`config.mk`:
```
export PLATFORM = sky130hd
export DESIGN_NAME = proj_mem_reader
export DESIGN_NICKNAME = d
export VERILOG_FILES = /design/src/rtl/proj_mem_reader.sv
export SDC_FILE = /design/constraint.sdc
export NUM_CORES = 1
export LEC_CHECK = 0
export ABC_AREA = 1
export CAP_MARGIN = 5
export CORE_ASPECT_RATIO = 1.25
export CORE_MARGIN = 1.5
export CORE_UTILIZATION = 46
export CTS_CLUSTER_SIZE = 14
export DETAILED_ROUTE_END_ITERATION = 8
export DONT_BUFFER_PORTS = 1
export PLACE_DENSITY_LB_ADDON = 0.15
export SLEW_MARGIN = 10
export SYNTH_ARGS = -nofsm -noshare
export SYNTH_HDL_FRONTEND = slang
export SYNTH_SLANG_ARGS = --single-unit
```
`constraint.sdc`:
```
create_clock -name clk -period 2.57 [get_ports clk]
set_clock_uncertainty 0.05 [all_clocks]
set_input_delay 0.514 -clock clk [delete_from_list [all_inputs] [get_ports clk]]
set_output_delay 0.514 -clock clk [all_outputs]
set_load 0.005 [all_outputs]
```
`src/rtl/proj_mem_reader.sv`:
```
`default_nettype none
// ============================================================================
// Module   : proj_mem_reader
// Brief    : Streams projection-memory word pairs {odd, even} through a
//            2-entry pair FIFO with a valid/ready handshake.
//            Optional macro PROJ_READER_LOOP_EN adds the 'loop' input.
// Revision : 1.0 - initial release
// ============================================================================
module proj_mem_reader #(
  parameter int Dhv_SIZE   = 4000,
  parameter int IN_WIDTH   = 16,
  parameter int ADDR_WIDTH = 8
) (
  input  logic                     clk,
  input  logic                     reset,
  input  logic                     start,
  input  logic                     write_done,
`ifdef PROJ_READER_LOOP_EN
  input  logic                     loop,
`endif
  output logic [ADDR_WIDTH-1:0]    read_address0,
  output logic [ADDR_WIDTH-1:0]    read_address1,
  output logic                     re,
  input  logic [IN_WIDTH-1:0]      mem_out0,
  input  logic [IN_WIDTH-1:0]      mem_out1,
  output logic [1:0][IN_WIDTH-1:0] out_data,
  output logic                     out_valid,
  input  logic                     out_ready,
  output logic                     out_last,
  output logic                     busy,
  output logic                     done
);

  localparam int NUM_WORDS = Dhv_SIZE / IN_WIDTH;
  localparam int NUM_PAIRS = NUM_WORDS / 2;
  localparam logic [ADDR_WIDTH-1:0] c_last_k = ADDR_WIDTH'(NUM_PAIRS - 1);

  generate
    if ((NUM_WORDS % 2 != 0) || (NUM_WORDS > (1 << ADDR_WIDTH))) begin : g_bad_cfg
      $fatal(1, "proj_mem_reader: NUM_WORDS must be even and fit in ADDR_WIDTH");
    end
  endgenerate

  typedef enum logic [2:0] {
    S_IDLE    = 3'd0,
    S_WAIT_WR = 3'd1,
    S_STREAM  = 3'd2,
    S_DRAIN   = 3'd3,
    S_DONE    = 3'd4
  } state_t;

  state_t                    r_state;
  state_t                    w_next;
  logic                      w_clear;

  logic [ADDR_WIDTH-1:0]     r_k;
  logic [ADDR_WIDTH-1:0]     r_addr0;
  logic [ADDR_WIDTH-1:0]     r_addr1;
  logic                      r_rvalid;
  logic                      r_rlast;

  logic [1:0][IN_WIDTH-1:0]  r_fifo_data [2];
  logic                      r_fifo_last [2];
  logic                      r_wptr;
  logic                      r_rptr;
  logic [1:0]                r_count;

  logic                      w_pop;
  logic                      w_push;
  logic [2:0]                w_occ;
  logic                      w_issue;
  logic                      w_last_issue;
  logic [ADDR_WIDTH-1:0]     w_a0;
  logic [ADDR_WIDTH-1:0]     w_a1;

  // Pairs already committed (buffered or returning) after this edge, excluding a new issue.
  assign w_pop        = out_valid & out_ready;
  assign w_push       = r_rvalid;
  assign w_occ        = 3'(r_count) + 3'(r_rvalid) - 3'(w_pop);
  assign w_issue      = (r_state == S_STREAM) && (w_occ < 3'd2);
  assign w_last_issue = w_issue && (r_k == c_last_k);
  assign w_a0         = {r_k[ADDR_WIDTH-2:0], 1'b0};
  assign w_a1         = {r_k[ADDR_WIDTH-2:0], 1'b1};

  always_ff @(posedge clk or negedge reset) begin
    if (!reset) begin
      r_state <= S_IDLE;
    end else begin
      r_state <= w_next;
    end
  end

  always_comb begin
    w_next  = r_state;
    w_clear = 1'b0;
    case (r_state)
      S_IDLE: begin
        if (start) begin
          w_clear = 1'b1;
          w_next  = write_done ? S_STREAM : S_WAIT_WR;
        end
      end
      S_WAIT_WR: begin
        if (write_done) begin
          w_next = S_STREAM;
        end
      end
      S_STREAM: begin
        if (w_last_issue) begin
          w_next = S_DRAIN;
        end
      end
      S_DRAIN: begin
        if ((r_count == 2'd0) && !r_rvalid) begin
          w_next = S_DONE;
        end
      end
      S_DONE: begin
`ifdef PROJ_READER_LOOP_EN
        if (loop) begin
          w_clear = 1'b1;
          w_next  = S_STREAM;
        end else begin
          w_next  = S_IDLE;
        end
`else
        w_next = S_IDLE;
`endif
      end
      default: w_next = S_IDLE;
    endcase
  end

  // Pair counter and last-issued address registers; the outputs hold between issues.
  always_ff @(posedge clk or negedge reset) begin
    if (!reset) begin
      r_k      <= '0;
      r_addr0  <= '0;
      r_addr1  <= '0;
      r_rvalid <= 1'b0;
      r_rlast  <= 1'b0;
    end else begin
      r_rvalid <= w_issue;
      r_rlast  <= w_last_issue;
      if (w_clear) begin
        r_k     <= '0;
        r_addr0 <= '0;
        r_addr1 <= '0;
      end else if (w_issue) begin
        r_k     <= r_k + ADDR_WIDTH'(1);
        r_addr0 <= w_a0;
        r_addr1 <= w_a1;
      end
    end
  end

  // When full, push and pop share a slot: the head is consumed as it is overwritten.
  always_ff @(posedge clk or negedge reset) begin
    if (!reset) begin
      for (int i = 0; i < 2; i++) begin
        r_fifo_data[i] <= '0;
        r_fifo_last[i] <= 1'b0;
      end
      r_wptr  <= 1'b0;
      r_rptr  <= 1'b0;
      r_count <= 2'd0;
    end else begin
      if (w_push) begin
        r_fifo_data[r_wptr] <= {mem_out1, mem_out0};
        r_fifo_last[r_wptr] <= r_rlast;
        r_wptr              <= ~r_wptr;
      end
      if (w_pop) begin
        r_rptr <= ~r_rptr;
      end
      case ({w_push, w_pop})
        2'b10:   r_count <= r_count + 2'd1;
        2'b01:   r_count <= r_count - 2'd1;
        default: r_count <= r_count;
      endcase
    end
  end

  assign re            = w_issue;
  assign read_address0 = w_issue ? w_a0 : r_addr0;
  assign read_address1 = w_issue ? w_a1 : r_addr1;
  assign out_valid     = (r_count != 2'd0);
  assign out_data      = r_fifo_data[r_rptr];
  assign out_last      = out_valid & r_fifo_last[r_rptr];
  assign busy          = (r_state != S_IDLE);
  assign done          = (r_state == S_DONE);

endmodule
`default_nettype wire
```
## Yosys cells after proc, flatten, opt, wreduce, memory -nomap -nowiden

Cells that the tools add are included.

| cells by class | value |
|---|---|
| $add $sub $neg | 5 |
| order comparisons | 4 |
| equal/unequal tests | 11 |
| muxes and demuxes | 27 |
| bitwise operators | 6 |
| reduce and logical (&&, ||, !) cells | 12 |

Operators with widths:

| operator | count |
|---|---|
| $mux 32 | 4 |
| $bwmux 64 | 1 |
| $mux 8 | 6 |
| $demux 32 s1 | 1 |
| $mux 3 | 4 |
| $pmux 3 s4 | 1 |
| $add 8x1->8 const B | 1 |
| $eq 8x7->1 const B | 1 |
| $ne 2x2->1 const B | 4 |
| $eq 3x2->1 const B | 2 |
| $mux 1 | 6 |
| $reduce_bool 2->1 | 3 |
| $ge 2x2->1 const B | 2 |
| $logic_and 1x1->1 | 4 |
| $not 1->2 | 2 |
| $pmux 2 s2 | 1 |
| $reduce_and 4->1 | 1 |
| $add 2x1->3 | 1 |
| $eq 3x1->1 const B | 1 |
| $eq 3x3->1 const B | 1 |
| $logic_not 3->1 | 1 |
| $lt 3x2->1 const B | 1 |
| $reduce_bool 3->1 | 1 |
| $sub 3x1->3 | 1 |
| other kinds (12) | 14 |

| word-level totals | value |
|---|---|
| register bits after elaboration | 99 |
| input bits | 37 |
| output and inout port bits | 53 |

## Logic depth before layout (Yosys ltp)

| logic depth | value |
|---|---|
| depth in word-level cells | 8 |
| depth in mapped cells | 16 |
| gate-level depth less buffers | 15 |

## Worst setup path before layout

No wires, ideal clock.

| timing | value |
|---|---|
| path type | flip-flop to output port |
| start point | register r_count[1] |
| end point | output read_address0[6] |
| arrival time | 2.084 ns |
| data required time | 2.006 ns |
| path slack | -0.078 ns |
| cell stages (with the launch flop) | 15 |
| buffers on the path | 1 |
| path through | dfrtp_1 -> inv_2 -> nand2_1 -> nand2_1 -> inv_1 -> nand2_1 -> o21ai_0 -> nand2_1 -> fa_1 -> nand3_2 -> nor2_8 -> inv_4 -> buf_6 -> nand2_1 -> nand2_1 |

| between the ends | value |
|---|---|
| longest elaborated chain between the ends | 6 |
| elaborated cells between the ends (all ways) | 7 |
| classes of those cells | 2 x add/sub; 1 x order compare; 1 x mux; 1 x bitwise; 2 x reduce/logical |

Ends and longest elaborated chain:

| what | RTL line | text |
|---|---|---|
| start, declared | 66 | `logic [1:0] r_count;` |
| start signal, assigned | 177 | `2'b10: r_count <= r_count + 2'd1;` |
| start signal, assigned | 178 | `2'b01: r_count <= r_count - 2'd1;` |
| start signal, assigned | 179 | `default: r_count <= r_count;` |
| $reduce_bool 2->1 | 187 | `assign out_valid = (r_count != 2'd0);` |
| net out_valid | 27 | `output logic out_valid,` |
| $and 1x1->1 | 77 | `assign w_pop = out_valid & out_ready;` |
| $sub 3x1->3 | 79 | `assign w_occ = 3'(r_count) + 3'(r_rvalid) - 3'(w_pop);` |
| $lt 3x2->1 | 80 | `assign w_issue = (r_state == S_STREAM) && (w_occ < 3'd2);` |
| $logic_and 1x1->1 | 80 |  |
| $mux 8 | n/a |  |
| end, declared | 21 | `output logic [ADDR_WIDTH-1:0] read_address0,` |

The timed path passes the listed nets, and every way through them passes these cells.

## Worst setup path in the final report

| timing | value |
|---|---|
| start point | register r_count[1] |
| end point | output read_address0[3] |

| between the ends | value |
|---|---|
| longest elaborated chain between the ends | 6 |
| elaborated cells between the ends (all ways) | 7 |
| classes of those cells | 2 x add/sub; 1 x order compare; 1 x mux; 1 x bitwise; 2 x reduce/logical |

Ends and longest elaborated chain:

| what | RTL line |
|---|---|
| branches (longest 2 deep; another with $add 2x1->3) | n/a |
| $sub 3x1->3 * | 79 |
| $lt 3x2->1 * | 80 |
| $logic_and 1x1->1 * | 80 |
| $mux 8 * | n/a |

Every way passes the cells marked *.

==> summary.txt <==
Status -> finished, violations left
Violated checks -> hold timing, setup timing
Port-buffer cells -> 0
Max Transition Viols Final -> 0
Post-synth cell types -> 32
TritonCTS clock tree -> done
Yosys Warn Count -> 0
Die width -> 92.0 um
Minimum clock period -> 2850 ps
Initial DRC Count -> 182
Startpoint types -> flip-flop
Hold Crit Class -> in -> async
Grt total ovfl -> 0
Routed vias -> 3556
I/O pins -> 90
Leakage power figure -> 0.00281 uW
Antenna violations before repair -> 0
Clk_lat worst skew -> 340 ps
Global-route wire length before repair -> 15.9 mm
Worst-margin pin slew -> 713 ps
Initial core utilization -> 0.474
Crit path depth -> 13
Flop-to-flop setup slack -> 300 ps
Vias in the first global route -> 3258
Total GRT Usage -> 0.193
Clock sinks -> 99
H-tree depth -> 3
Hpwl dp -> 6.11 mm
Antenna diodes -> 0
Crit path required time -> 2010 ps
Mean routed wirelength per cell -> 13.7 um
Max-cap violations -> 0
TritonRoute pass-1 iters -> 5
Critical path's top delay family -> simple AND/OR/NAND/NOR gates
Drt via density -> 5.04
Final cycle utilization of the critical path -> 1.11
FF-to-FF End -> r_k[6]$_DFFE_PN0P_
Final setup violation count -> 17
Area delta synth->final -> 14.3%
Fmax -> 351 MHz
Synth Register Bits -> 99
Pwr dens -> 1300 mW/mm2
Mapped Area -> 0.00455 mm2
CTS Buf Count -> 9
Worst-path clk slew -> 60 ps
Share of the yosys chip area belonging to registers -> 0.544
Clock Tree Root -> clkbuf_16
Syn nets -> 595
Worst setup path endpoint -> read_address0[3]
Crit path kind -> reg -> out
Critical Path Slowest Stage Cell -> fa_1
Routed Wire Length -> 9.67 mm
CP Launch Point -> r_count[1]$_DFFE_PN0P_
CP Max Fanout -> 17
Layout Nets -> 614
Mean Syn Cell Area -> 8.20 um2
Worst vdd ir -> 594 uV
Antenna viol nets, final -> 0
Mapped Cells -> 555
Critical path buffers and inverters -> 3
Critical R2R Launch -> r_count[1]$_DFFE_PN0P_
Fin Hold WS -> -183 ps
Placer congestion estimate -> 0.841
Worst path cell trace -> inv_2 > nand2_2 > nand2_2 > inv_2 > nand2_2 > o21ai_2 > nand2_1 > fa_1 > nand3_4 > nor2_8 > inv_8 > nand2_1 > nand2_1
Setup slack after layout -> -282 ps
DP Area -> 0.00476 mm2
Crit. End Element -> primary output
Inst Count DP -> 679
RSZ-0062 raised after global routing -> true
Core Util, Final -> 0.542
Reg2reg path depth -> 14
Fin cells -> 705
Bufs on Longest Clock Path -> 2
Design area -> 0.00520 mm2
Die area -> 0.0105 mm2
# rows -> 40
Core Area -> 0.00961 mm2
Die Ht -> 114 um
Largest net degree at the start of global routing -> 100
Crit-path max cell delay -> 530 ps
Share of post-route cells with drive strength above 1 -> 0.143
Setup TNS Final -> -4430 ps
Detailed-route DRC error count -> 0
Relative slew slack -> 0.525
Fin. Hold Viols -> 99
Crit path DAT -> 2290 ps
[cell usage in the layout, fill, tap and decap left out, types with 2 or more instances in the layout]
master / netlist / routed
nor2_1: 10 / 9
nand3_4: 1 / 2
nor2_2: 2 / 3
dfrtp_1: 99 / 99
o21ai_1: 7 / 7
buf_4: 0 / 28
xor2_1: 3 / 3
nand2_2: 0 / 11
ha_1: 2 / 2
bufinv_16: 0 / 2
buf_6: 6 / 2
nand4_1: 3 / 3
o21ai_0: 64 / 63
inv_1: 50 / 48
a21oi_1: 15 / 15
nand2_1: 235 / 223
clkbuf_1: 11 / 2
a21oi_2: 3 / 3
xnor2_1: 2 / 2
inv_2: 5 / 7
nand3_1: 15 / 15
clkbuf_16: 0 / 9
nand2_4: 1 / 2
o21ai_2: 4 / 5
[sequential cells by signal, indices dropped and copies added (netlist names)]
name	flops
r_fifo_data	64
r_addr0	8
r_addr1	8
r_k	8
r_state	3
r_count	2
r_fifo_last	2
r_rlast	1
r_rptr	1
r_rvalid	1
r_wptr	1
[per-stage QoR]
stage          hold slack (ps)  worst slack, ps  total power, uW
2_1_floorplan              168             17.0             4440
3_3_place_gp               171             31.5             5010
3_5_place_dp               171            -30.8             5110
4_1_cts                   -199             -265             6790
5_1_grt                   -204             -423             7320
6_report                  -183             -282             6760
[kinds of logic after synthesis]
| family | share of synthesized area |
|---|---|
| AOI/OAI and AO/OA | 0.110 |
| xor gates and xnor gates | 0.00962 |
| adders and majority gates | 0.00989 |
| buffers and inverters | 0.0792 |
| DFF | 0.544 |
| and+or+nand+nor | 0.247 |
[metal layers]
metal / vias to the layer above / wire length, um / GRT usage
li1: 1765 / - / -
met1: 1677 / 4240 / 0.244
met2: 99 / 4750 / 0.320
met3: 15 / 483 / 0.0432
met4: 0 / 199 / 0.0810
met5: - / 0 / 0
[timing repair]
action / in CTS / in global routing
endpoints found under the hold margin: 99 / 99
resized for setup: 14 / 3
buffers inserted: 7 / 2
pin swaps: 3 / 0
endpoints found under the setup margin: 17 / 17
cloned: 1 / 0
[where the power goes]
part / internal [uW] / switching (uW)
clock: 880 / 556
combinational: 1030 / 1740
sequential: 2200 / 357
total: 4110 / 2650
[worst min path at each step]
stage | start | endpoint | slack, ps | depth (start not counted)
floorplan | reset | r_addr0[0]$_DFF_PN0_ | 170 | 0
global placement | reset | r_fifo_data[55]$_DFFE_PN0P_ | 170 | 0
detailed placement | reset | r_fifo_data[55]$_DFFE_PN0P_ | 170 | 0
CTS | reset | r_fifo_data[55]$_DFFE_PN0P_ | -200 | 0
global route | reset | r_fifo_data[55]$_DFFE_PN0P_ | -200 | 0
finish | reset | r_fifo_data[55]$_DFFE_PN0P_ | -180 | 0
[layout make-up]
class / instances / area [um2]
Sequential cell: 99 / 2480
Clock buffer: 12 / 246
Tap cell: 126 / 158
Multi-Input combinational cell: 376 / 1770
Timing Repair Buffer: 31 / 253
Inverter: 57 / 221
Fill cell: 927 / 4410
Clock inverter: 4 / 73.8
[synth_stat cells]
cell      count  area (um2)
buf_2         6        30.0
dfrtp_1      99        2480
or2_4         1        8.76
buf_6         6        67.6
nand3_4       1        17.5
ha_1          2        25.0
clkbuf_2      1        5.00
a21oi_2       3        26.3
nand3_1      15        75.1
inv_2         5        18.8
o21ai_0      64         320
nor2_2        2        12.5
clkbuf_1     11        41.3
clkinv_1      1        3.75
xor2_1        3        26.3
nand4_4       1        21.3
inv_1        50         188
fa_1          1        20.0
nor3_1        1        5.00
nand3_2       1        10.0
o21ai_2       4        35.0
nand2_1     235         882
nor4_1        1        6.26
nor2_8        1        20.0
a21oi_1      15        75.1
nor2_1       10        37.5
o21ai_1       7        35.0
o21bai_1      1        7.51
nand2_4       1        11.3
xnor2_1       2        17.5
inv_4         1        6.26
nand4_1       3        18.8
(Power assumes the default switching activity.)
